===== config.mk =====
export PLATFORM = sky130hd
export DESIGN_NAME = y86_pipe_stage_reg
export DESIGN_NICKNAME = d
export VERILOG_FILES = /design/src/rtl/y86_pkg.sv /design/src/rtl/y86_skid_slot.sv /design/src/rtl/y86_pipe_stage_reg.sv
export SDC_FILE = /design/constraint.sdc
export NUM_CORES = 1
export LEC_CHECK = 0
export CAP_MARGIN = 20
export CORE_UTILIZATION = 50
export DETAILED_ROUTE_END_ITERATION = 8
export PLACE_DENSITY_LB_ADDON = 0.05
export SKIP_CTS_REPAIR_TIMING = 1
export SYNTH_ARGS = -nofsm -noshare
export SYNTH_HDL_FRONTEND = slang
export SYNTH_SLANG_ARGS = --single-unit

===== constraint.sdc =====
create_clock -name clk -period 2.7 [get_ports clk]
set_input_delay 0.54 -clock clk [delete_from_list [all_inputs] [get_ports clk]]
set_output_delay 0.54 -clock clk [all_outputs]
set_load 0.05 [all_outputs]

===== src/rtl/y86_pkg.sv =====
// Y86-64 shared pipeline definitions: status codes, special register/instruction
// ids and the stage record layout carried between pipeline stages.
package y86_pkg;

  typedef enum logic [2:0] {
    SBUB = 3'd0,
    SAOK = 3'd1,
    SHLT = 3'd2,
    SADR = 3'd3,
    SINS = 3'd4
  } stat_t;

  localparam logic [3:0] ICODE_NOP       = 4'h1;
  localparam logic [3:0] REG_NONE        = 4'hF;
  localparam int         HDR_W           = 11;
  localparam int         STAGE_PAYLOAD_W = 256;

  typedef struct packed {
    stat_t      stat;
    logic [3:0] icode;
    logic [3:0] ifun;
  } stage_hdr_t;

  // Full-width record for callers using the default payload width.
  typedef struct packed {
    stat_t                      stat;
    logic [3:0]                 icode;
    logic [3:0]                 ifun;
    logic [STAGE_PAYLOAD_W-1:0] payload;
  } stage_rec_t;

  localparam stage_hdr_t BUBBLE_HDR = '{stat: SBUB, icode: ICODE_NOP, ifun: 4'h0};

endpackage


===== src/rtl/y86_skid_slot.sv =====
// One record register plus valid flag. load wins over clr; clr only drops the
// valid flag so the last record stays visible on the data lines.
module y86_skid_slot #(
  parameter int             W       = 8,
  parameter logic [W-1:0]   RST_VAL = '0
) (
  input  logic         clk,
  input  logic         rst_n,
  input  logic         load,
  input  logic         clr,
  input  logic [W-1:0] d,
  output logic [W-1:0] q,
  output logic         vld
);

  logic [W-1:0] data_q;
  logic         vld_q;

  always_ff @(posedge clk or negedge rst_n) begin
    if (!rst_n) begin
      data_q <= RST_VAL;
      vld_q  <= 1'b0;
    end else if (load) begin
      data_q <= d;
      vld_q  <= 1'b1;
    end else if (clr) begin
      vld_q  <= 1'b0;
    end
  end

  assign q   = data_q;
  assign vld = vld_q;

endmodule


===== src/rtl/y86_pipe_stage_reg.sv =====
// Generic Y86-64 stage-boundary register: bubble/stall hazard control, valid/ready
// handshake with a 2-entry skid (main M + skid S) and a saturating bubble counter.
module y86_pipe_stage_reg
  import y86_pkg::*;
#(
  parameter int                   PAYLOAD_W      = 256,
  parameter logic [PAYLOAD_W-1:0] BUBBLE_PAYLOAD = {PAYLOAD_W{1'b1}},
  parameter int                   CNT_W          = 32
) (
  input  logic                 clk,
  input  logic                 rst_n,
  input  logic                 stall,
  input  logic                 bubble,
  input  logic                 in_valid,
  output logic                 in_ready,
  input  logic [2:0]           in_stat,
  input  logic [3:0]           in_icode,
  input  logic [3:0]           in_ifun,
  input  logic [PAYLOAD_W-1:0] in_payload,
  output logic                 out_valid,
  input  logic                 out_ready,
  output logic [2:0]           out_stat,
  output logic [3:0]           out_icode,
  output logic [3:0]           out_ifun,
  output logic [PAYLOAD_W-1:0] out_payload,
  output logic [CNT_W-1:0]     bubble_cnt
);

  localparam int               REC_W   = HDR_W + PAYLOAD_W;
  localparam logic [REC_W-1:0] BUB_REC = {BUBBLE_HDR, BUBBLE_PAYLOAD};

  logic [REC_W-1:0] in_rec, m_q, s_q, m_d;
  logic             m_vld, s_vld;
  logic             m_load, m_clr, s_load, s_clr;
  logic             acc, take;
  logic [CNT_W-1:0] bubble_cnt_q;

  assign in_rec   = {in_stat, in_icode, in_ifun, in_payload};
  assign in_ready = !s_vld && !stall;
  assign acc      = in_valid && in_ready;
  assign take     = m_vld && out_ready;

  always_comb begin
    m_load = 1'b0;
    m_clr  = 1'b0;
    s_load = 1'b0;
    s_clr  = 1'b0;
    m_d    = in_rec;
    if (bubble) begin
      // Squash: both slots lose their beats, incoming beat is dropped.
      m_load = 1'b1;
      m_d    = BUB_REC;
      s_clr  = 1'b1;
    end else if (stall) begin
      // hold everything
    end else if (!m_vld || take) begin
      if (s_vld) begin
        m_load = 1'b1;
        m_d    = s_q;
        s_load = acc;
        s_clr  = !acc;
      end else if (acc) begin
        m_load = 1'b1;
      end else begin
        m_clr  = 1'b1;
      end
    end else begin
      s_load = acc;
    end
  end

  y86_skid_slot #(.W(REC_W), .RST_VAL(BUB_REC)) u_m (
    .clk (clk), .rst_n (rst_n), .load (m_load), .clr (m_clr),
    .d   (m_d), .q     (m_q),   .vld  (m_vld)
  );

  y86_skid_slot #(.W(REC_W), .RST_VAL(BUB_REC)) u_s (
    .clk (clk),    .rst_n (rst_n), .load (s_load), .clr (s_clr),
    .d   (in_rec), .q     (s_q),   .vld  (s_vld)
  );

  always_ff @(posedge clk or negedge rst_n) begin
    if (!rst_n)                         bubble_cnt_q <= '0;
    else if (bubble && !(&bubble_cnt_q)) bubble_cnt_q <= bubble_cnt_q + CNT_W'(1);
  end

  assign {out_stat, out_icode, out_ifun, out_payload} = m_q;
  assign out_valid  = m_vld;
  assign bubble_cnt = bubble_cnt_q;

endmodule


==> impl_table.tex <==
\begin{tabular}{lr}
\hline
Metric & Value \\
\hline
\multicolumn{2}{l}{\textbf{Drt}} \\
Iteration count of the initial detailed-routing pass & 4 \\
Total length of routed wires & 66.85 mm \\
Initial DRC Count & 767 \\
Total number of vias & between 15000 and 20000 \\
Vias per std cell & 5.647 \\
Post-detailed-route wirelength per cell & 23.23 um \\
ANT nets after route & 0 \\
DRC Markers & 0 \\
\multicolumn{2}{l}{\textbf{Final layout}} \\
Fraction of layout instances using a drive strength above 1 & 0.4167 \\
\# nets final & around 2500 \\
Top library cells by usage in the layout, fill and taps aside & 571 x clkdlybuf4s50\_1, 514 x dfstp\_2, 269 x mux2\_2, 267 x mux2i\_1, 257 x a2bb2oi\_1 \\
Most common library cell in the layout ignoring fill and taps & clkdlybuf4s50\_1 \\
Growth of design area from synthesis to finish & 36.78\% \\
Register Area & 14860 um2 \\
Area of combinational cells with multiple inputs & 8881 um2 \\
Number of fill cells & roughly 3400 \\
\multicolumn{2}{l}{\textbf{Timing}} \\
Sum of negative setup slack & 0 ns \\
Number of failing hold endpoints at the final stage & 0 \\
Worst relative slew slack & 0.5619 \\
Final count of negative-setup-slack endpoints & 0 \\
Fmax & roughly 390 MHz \\
Final critical-path setup slack & between 0.1 and 0.15 ns \\
Number of pins exceeding their max-slew limit in the final report & 0 \\
Unrepaired setup endpoints after global routing & no \\
Period Utilization, post-route & 0.9556 \\
Minimum clock period & 2.580 ns \\
Worst-margin pin slew & 0.6551 ns \\
Worst clock skew & 0.01912 ns \\
\multicolumn{2}{l}{\textbf{Clock tree}} \\
Clock insertion delay at the later pin of the skew report & between 0.6 and 0.7 ns \\
Bufs on Longest Clock Path & 3 \\
Count of clock tree sinks & 568 \\
TritonCTS Buffers & between 50 and 60 \\
Clock root buffer & clkbuf\_16 \\
Clock Pin Slew Worst Setup and Hold Paths & $\sim$0.060 ns \\
Number of levels in the clock H-tree & 2 \\
CTS tree & done \\
\multicolumn{2}{l}{\textbf{Setup path}} \\
Buffers \& Inverters on Critical Path & 1 \\
Critical path, cell by cell & clkdlybuf4s50\_1 \\
Maximum single-stage delay on the critical path & 0.89 ns \\
Top Family by Delay on Critical Path & buffers and inverters \\
Nature of the critical path endpoint & output pin \\
Critical Path AT & 2.04 ns \\
Crit-path slowest cell & clkdlybuf4s50\_1 \\
Critical path data required time & 2.16 ns \\
Worst-path maximum fanout & 2 \\
Element type at the critical path start & register \\
Critical path class & register to output pin \\
\multicolumn{2}{l}{\textbf{Place}} \\
Buffers on Ports & 573 \\
Weighted congestion reported at the end of routability-driven placement & between 0.8 and 0.9 \\
Pre-CTS setup slack & roughly 0.13 ns \\
Placed wire-length estimate after detailed placement & 46.57 mm \\
\multicolumn{2}{l}{\textbf{Floorplan}} \\
Effective utilization at floorplan & 0.5068 \\
Placement row count & 80 \\
Floorplan die area & 49280 um2 \\
Die Width & 222.0 um \\
Number of I/O pins & 574 \\
Die Y-Extent & 222.0 um \\
Core area & approximately 48000 um2 \\
\multicolumn{2}{l}{\textbf{Power and ir drop}} \\
Cell internal power dissipation & 17200 uW \\
Power density over the cells & 703.2 nW/um2 \\
Fraction of power spent switching nets & 0.2610 \\
Logic gate share of total power & 0.182 \\
Switching power summed over all nets & 6073 uW \\
Largest vdd supply drop & 599.0 uV \\
Leak Pwr & 0.01248 uW \\
Sequential cell fraction of total power & 0.492 \\
Clock network power share & 0.326 \\
\multicolumn{2}{l}{\textbf{Logic synthesis}} \\
Net Count, Synth & 1900 \\
Count of yosys warnings during synthesis & 0 \\
Number of unique standard cell types used by synthesis & 40 \\
Primary FF master, synth & dfstp\_2 \\
Cells after Synth & 1626 \\
Flip-flop and latch count after synthesis & 568 \\
Post-Syn Area per Cell & 14.88 um2 \\
Async SR Flop Fraction & 1.000 \\
Post-synth EDFFs & 0 \\
Area of the mapped netlist & 24200 um2 \\
Share of synthesized area occupied by flip-flops and latches & 0.6140 \\
\multicolumn{2}{l}{\textbf{GRT}} \\
Global-route wire length before repair & 102.8 mm \\
Number of global-route vias before repair & 17026 \\
Overall fraction of global-route tracks in use & 0.2694 \\
Antenna violations before repair & 23 \\
Residual overflow from global routing & 0 \\
Maximum number of pins on one net before global-route repair & 85 \\
\multicolumn{2}{l}{\textbf{Hold path}} \\
Worst min-delay path category & primary input to async pin \\
\multicolumn{2}{l}{\textbf{Outcome}} \\
Result of the run & finished, final reports clean \\
\multicolumn{2}{l}{\textbf{Run}} \\
Maxcap violations & 0 \\
\hline
\end{tabular}
[sequential cells by signal (all words and copies together), names as in the netlist]
register and cells:
u_m.vld 1, u_s.vld 1, u_m.q 267, u_s.q 267
bubble_cnt 32
[cell families (layout without fill, tap and decap cells)]
logic type | count (synthesis) | after routing | synth area share
flops | 568 | 568 | 0.6140
mux | 536 | 536 | 0.2357
compound gates | 276 | 276 | 0.09908
buf+inv | 127 | 752 | 0.01996
simple gates | 89 | 89 | 0.01996
xor+xnor | 29 | 29 | 0.01081
fa+ha+maj | 1 | 1 | 0.0005170
other cells | 0 | 12 | 0
[power by group through the flow]
stage | Sequential [uW] | Clock [uW] | Combinational, uW
5_1_grt | 11600 | 8100 | 4500
3_3_place_gp | 11500 | 0 | 4150
3_5_place_dp | 11500 | 0 | 4260
2_1_floorplan | 12200 | 0 | 1800
4_1_cts | 11400 | 7780 | 4270
6_report | 11500 | 7580 | 4230
[synth_stat cells (4+ instances only)]
master / count / area, um2
nor2_1: 17 / 63.81
dfstp_2: 514 / 13510
buf_1: 28 / 105.1
mux2_2: 269 / 3029
xnor2_1: 14 / 122.6
nand4_1: 10 / 62.56
clkbuf_1: 89 / 334.1
nor3_1: 9 / 45.04
inv_1: 5 / 18.77
xor2_1: 14 / 122.6
nand2_1: 13 / 48.80
dfrtp_1: 54 / 1351
a2bb2oi_1: 257 / 2251
mux2i_1: 267 / 2673
nand3_1: 15 / 75.07
o2bb2ai_1: 10 / 87.58
and3_1: 4 / 25.02
buf_2: 5 / 25.02
[path summary, 6_finish.rpt]
path / cells after the start / startpoint / endpoint / slack [ns]
setup / recovery: 1 / u_m.q[215] / out_payload[215] / 0.12
hold / removal: 2 / rst_n / bubble_cnt[29] / 0.45
setup reg to reg: 6 / bubble_cnt[1] / bubble_cnt[30] / 0.36
hold reg to reg: 1 / u_m.q[262] / u_m.q[262] / 0.49
max in group asynchronous: 3 / rst_n / u_s.q[238] / 1.35
min in group clk: 1 / u_m.q[262] / u_m.q[262] / 0.49
[per-stage QoR]
stage | utilization | hold WS, ns | cell area [um2] | power [uW] | std cells
2_1_floorplan | - | 0.2444 | 24200 | 14050 | 1626
3_3_place_gp | 0.6550 | 0.4703 | 31280 | 15610 | 2760
3_5_place_dp | 0.6550 | 0.4724 | 31280 | 15810 | 2760
4_1_cts | 0.6923 | -0.1439 | 33060 | 23490 | 2865
5_1_grt | 0.6931 | 0.4701 | 33090 | 24210 | 2877
6_report | 0.6932 | 0.4517 | 33100 | 23270 | 2878
[routing by layer]
metal	global-route usage	part of all wire	vias up
met3	0.09475	0.080	136
li1	-	-	7229
met1	0.3360	0.41	8393
met4	0.1134	0.037	20
met2	0.4257	0.48	475
met5	0	0.0021	-
[layout make-up]
type,instances,area share
Clock buffer,98,0.05274
Tap cell,615,0.02325
Antenna cell,12,0.0009073
Clock inverter,7,0.001059
Timing Repair Buffer,642,0.2042
Multi-Input combinational cell,931,0.2683
Sequential cell,568,0.4489
Inverter,5,0.0005671
Power figures use the tool's default switching activity.
